## src/rtl/qduc_sample_feeder.sv

```systemverilog
// IQ sample FIFO feeding the upconverter: primes to PRIME_LVL, then pops one pair per sample strobe.
// Optional QDUC_SAMPLE_FEEDER_UFLOW_CNT_EN adds a saturating 16-bit underrun counter output.
module qduc_sample_feeder #(
    parameter int ISZ       = 16,
    parameter int DEPTH     = 16,
    parameter int PRIME_LVL = 8
) (
    input  logic                        clk,
    input  logic                        reset,
    input  logic                        enable,
    input  logic                        sample_stb,
    input  logic                        s_valid,
    output logic                        s_ready,
    input  logic signed [ISZ-1:0]       s_i,
    input  logic signed [ISZ-1:0]       s_q,
    output logic signed [ISZ-1:0]       out_i,
    output logic signed [ISZ-1:0]       out_q,
    output logic [$clog2(DEPTH):0]      level,
    output logic                        underrun
`ifdef QDUC_SAMPLE_FEEDER_UFLOW_CNT_EN
    ,
    output logic [15:0]                 uflow_cnt
`endif
);

    localparam int AW = $clog2(DEPTH);
    localparam logic [AW:0] PRIME_LVL_W = (AW+1)'(PRIME_LVL);
    localparam logic [AW:0] PTR_ONE     = (AW+1)'(1);

    localparam logic [1:0] S_IDLE  = 2'd0;
    localparam logic [1:0] S_PRIME = 2'd1;
    localparam logic [1:0] S_RUN   = 2'd2;

    logic [1:0]            r_state;
    logic [AW:0]           r_wr_ptr;
    logic [AW:0]           r_rd_ptr;
    logic signed [ISZ-1:0] r_mem_i [DEPTH];
    logic signed [ISZ-1:0] r_mem_q [DEPTH];
    logic signed [ISZ-1:0] r_out_i;
    logic signed [ISZ-1:0] r_out_q;
    logic                  r_underrun;

    logic [AW:0] w_level;
    logic        w_full;
    logic        w_empty;
    logic        w_ready;
    logic        w_push;

    assign w_level = r_wr_ptr - r_rd_ptr;
    assign w_full  = (r_wr_ptr[AW] != r_rd_ptr[AW]) && (r_wr_ptr[AW-1:0] == r_rd_ptr[AW-1:0]);
    assign w_empty = (r_wr_ptr == r_rd_ptr);
    assign w_ready = !w_full && (r_state != S_IDLE);
    assign w_push  = s_valid && w_ready && enable;

    assign s_ready  = w_ready;
    assign out_i    = r_out_i;
    assign out_q    = r_out_q;
    assign level    = w_level;
    assign underrun = r_underrun;

    always_ff @(posedge clk) begin
        if (w_push) begin
            r_mem_i[r_wr_ptr[AW-1:0]] <= s_i;
            r_mem_q[r_wr_ptr[AW-1:0]] <= s_q;
        end
    end

    always_ff @(posedge clk or posedge reset) begin
        if (reset) begin
            r_state    <= S_IDLE;
            r_wr_ptr   <= '0;
            r_rd_ptr   <= '0;
            r_out_i    <= '0;
            r_out_q    <= '0;
            r_underrun <= 1'b0;
        end else begin
            r_underrun <= 1'b0;
            if (!enable) begin
                r_state  <= S_IDLE;
                r_wr_ptr <= '0;
                r_rd_ptr <= '0;
                r_out_i  <= '0;
                r_out_q  <= '0;
            end else begin
                if (w_push) begin
                    r_wr_ptr <= r_wr_ptr + PTR_ONE;
                end
                case (r_state)
                    S_IDLE: begin
                        r_state <= S_PRIME;
                    end
                    S_PRIME: begin
                        if (w_level >= PRIME_LVL_W) begin
                            r_state <= S_RUN;
                        end
                    end
                    S_RUN: begin
                        // Emptiness is judged on pre-push pointers, so a same-cycle push is never popped
                        if (sample_stb) begin
                            if (w_empty) begin
                                r_out_i    <= '0;
                                r_out_q    <= '0;
                                r_underrun <= 1'b1;
                                r_state    <= S_PRIME;
                            end else begin
                                r_out_i  <= r_mem_i[r_rd_ptr[AW-1:0]];
                                r_out_q  <= r_mem_q[r_rd_ptr[AW-1:0]];
                                r_rd_ptr <= r_rd_ptr + PTR_ONE;
                            end
                        end
                    end
                    default: begin
                        r_state <= S_IDLE;
                    end
                endcase
            end
        end
    end

`ifdef QDUC_SAMPLE_FEEDER_UFLOW_CNT_EN
    logic [15:0] r_uflow_cnt;
    logic        w_uflow_evt;

    assign w_uflow_evt = enable && (r_state == S_RUN) && sample_stb && w_empty;
    assign uflow_cnt   = r_uflow_cnt;

    always_ff @(posedge clk or posedge reset) begin
        if (reset) begin
            r_uflow_cnt <= '0;
        end else if (w_uflow_evt && (r_uflow_cnt != 16'hFFFF)) begin
            r_uflow_cnt <= r_uflow_cnt + 16'd1;
        end
    end
`endif

endmodule

```

## config.mk

```make
export PLATFORM = sky130hd
export DESIGN_NAME = qduc_sample_feeder
export DESIGN_NICKNAME = d
export VERILOG_FILES = /design/src/rtl/qduc_sample_feeder.sv
export SDC_FILE = /design/constraint.sdc
export NUM_CORES = 1
export LEC_CHECK = 0
export ABC_AREA = 1
export BUFFER_PORTS_ARGS = -buffer_cell sky130_fd_sc_hd__clkbuf_2
export CORE_MARGIN = 3
export CORE_UTILIZATION = 30
export DETAILED_ROUTE_END_ITERATION = 10
export PLACE_DENSITY = 0.54
export REMOVE_ABC_BUFFERS = 1
export SYNTH_ARGS = -nofsm -noshare
export SYNTH_HDL_FRONTEND = slang
export SYNTH_SLANG_ARGS = --single-unit
```

## constraint.sdc

```tcl
create_clock -name clk -period 3.3 [get_ports clk]
set_clock_uncertainty 0.05 [all_clocks]
set_input_delay 0.165 -clock clk [delete_from_list [all_inputs] [get_ports clk]]
set_output_delay 0.165 -clock clk [all_outputs]
set_load 0.01 [all_outputs]
```

==> results_dict.tcl <==
set metrics [dict create \
    status "finished, final reports clean" \
    cts_tree "done" \
    die_h_um 292 \
    min_period_ps 2840 \
    grt_overflow 0 \
    startpoint "r_rd_ptr[1]" \
    finalSetupViolCount 0 \
    synthTopCellsByArea "edfxtp_1, nand2_1, inv_1" \
    syn_to_final_growth_pct 16.8 \
    grt_pass1_wl_um 95600 \
    dpl.cell_count 3551 \
    p_leak_nw 12.7 \
    critPathMaxFanout 131 \
    ir_drop_mv 0.336 \
    h-tree-depth 2 \
    core_area_um2 80800 \
    timing.rr.start "r_wr_ptr[2]" \
    swShare_pct 28.5 \
    cts-root-buf "clkbuf_16" \
    hold_violations 0 \
    p_int_w 0.0129 \
    final_cells 3700 \
    drv_slew 0 \
    tightest_slew_ps 777 \
    die_w_um 292 \
    yosys_warnings 0 \
    die-area_um2 85400 \
    clock_latency_ps 610 \
    grt_usage_pct 14.6 \
    drc 0 \
    final_core_util_pct 35.5 \
    critical_path_arrival_ps 2630 \
    hpwl_um 34700 \
    synth_area_um2 24600 \
    routabilityCongestion 0.748 \
    avgSynthCellArea_um2 9.92 \
    clockBufferDepth 3 \
    rsz0062_at_grt "false" \
    post_drt_wl_per_cell_um 16.9 \
    path_class "register to primary output" \
    seq_power_share_pct 44.0 \
    pwr-share-comb_pct 18.5 \
    num_io_pins 76 \
    ys_ff_latch 557 \
    crit_path_start_kind "register" \
    antenna_found_initial 1 \
    worstHoldPathType "input pin to async pin" \
    dr.first_iter.drc_count 1274 \
    vias 16100 \
    p_sw_w 0.00513 \
    p_clk_share_pct 37.5 \
    final_common_cell "nand2_1" \
    powerDensity_nw_per_um2 627 \
    final_cell_mix "nand2_1, edfxtp_1, inv_1, nand3_1, clkbuf_2" \
    fin_nets 2636 \
    io_buffers 75 \
    drt.antenna.violating_nets 0 \
    post-route-period-util_pct 86.1 \
    yosysTopAreaCell "edfxtp_1" \
    drive_above_1_share_pct 9.51 \
    synthCells 2476 \
    wl_um 62500 \
    required_ps 3080 \
    initial_core_util_pct 30.4 \
    ys_types 34 \
    rows 104 \
    relSlewSlack_pct 48.2 \
    cp-end-kind "primary output" \
    via_per_inst 4.36 \
    grt_pass1_vias 15500 \
    synth_top_area_share_pct 62.6 \
    synth-seq-area-share_pct 67.2 \
    maxCapViolations 0 \
    clock_sink_count 557 \
    grt_max_degree 132 \
    dr.pass1.iters 5 \
    cts-buffers-inserted 59 \
    clk_pin_slew_worst_paths_ps 60 \
    fmax_mhz 352 \
]
==> path summary, 6_finish.rpt <==
kind / to / slack, ps / cells after the start
hold / removal: out_i[4] / 130 / 3
setup reg to reg: r_mem_q[8][0] / 700 / 8
setup / recovery: level[4] / 460 / 9
min in group clk: out_i[5] / 430 / 2
hold reg to reg: out_i[5] / 430 / 2
max in group asynchronous: r_rd_ptr[0] / 2280 / 4
==> area by class of cell <==
| class | instances | area, um2 |
|---|---|---|
| fill | 8023 | 52100 |
| clock buffer | 81 | 1660 |
| tap | 1060 | 1330 |
| antenna | 1 | 2.50 |
| clock inverter | 30 | 320 |
| multi-input combinational | 1306 | 5670 |
| timing repair buffer | 161 | 1310 |
| sequential | 557 | 16500 |
| inverter | 504 | 1900 |
==> kinds of logic after synthesis <==
family                     share of synthesized area, %
adders and majority gates                         0.540
buffers and inverters                              10.3
xor gates and xnor gates                          0.250
AOI/OAI and AO/OA                                 0.397
DFF                                                67.2
and+or+nand+nor                                    21.3
==> synthesized netlist by cell type (all sizes together) <==
| cell type | instances |
|---|---|
| nand2 | 904 |
| edfxtp | 512 |
| inv | 503 |
| nand3 | 329 |
| buf | 92 |
| dfrtp | 45 |
| nor2 | 32 |
| clkbuf | 17 |
| o21ai | 11 |
| ha | 9 |
| xor2 | 6 |
| a21oi | 4 |
| nand4 | 2 |
| nor3 | 2 |
| a21o | 1 |
| and2 | 1 |
| clkinv | 1 |
| fa | 1 |
| nand3b | 1 |
| nor4 | 1 |
| or2 | 1 |
| xnor2 | 1 |
==> flip-flops by register name (all words and copies together) (netlist names) <==
| signal | cells |
|---|---|
| r_state | 2 |
| out_i | 16 |
| r_mem_i | 256 |
| r_mem_q | 256 |
| out_q | 16 |
| r_wr_ptr | 5 |
| underrun | 1 |
| r_rd_ptr | 5 |
==> through the flow <==
| stage | hold slack, ps | setup TNS, ps | setup slack, ps | instance area, um2 | power (W) |
|---|---|---|---|---|---|
| floorplan | 214 | -2278310 | -4300 | 23900 | 0.0103 |
| global placement | 241 | 0 | 717 | 26400 | 0.0114 |
| detailed placement | 228 | 0 | 723 | 26400 | 0.0114 |
| CTS | 111 | 0 | 341 | 28700 | 0.0182 |
| global route | 146 | 0 | 279 | 28700 | 0.0189 |
| finish | 130 | 0 | 457 | 28700 | 0.0180 |
==> per-layer routing <==
metal | track usage (%) | vias up | wire length, um
met1 | 19.9 | 7661 | 28400
met3 | 2.33 | 93 | 3160
li1 | - | 7994 | -
met5 | 0 | - | 0
met4 | 4.19 | 0 | 1430
met2 | 24.3 | 374 | 29600
==> power by group through the flow <==
stage               clock network (W)  registers (W)  logic [W]
finish                        0.00675        0.00791    0.00334
CTS                           0.00691        0.00791    0.00341
global route                  0.00720        0.00792    0.00380
floorplan                           0        0.00831    0.00204
detailed placement                  0        0.00806    0.00336
global placement                    0        0.00806    0.00336
==> critical path, stage by stage, from the launching register on <==
cell	delay, ps
dfrtp_4	500
buf_12	290
fa_1	510
inv_1	70
nand2_1	40
nand2_1	80
nand3_1	90
and2_1	210
inv_1	80
clkbuf_2	130
==> timing repair <==
action,in CTS,in global routing
buffers inserted,0,0
endpoints found under the hold margin,547,0
resized for setup,0,0
hold buffers,37,0
No activity file was read; power rests on OpenSTA's default activity.
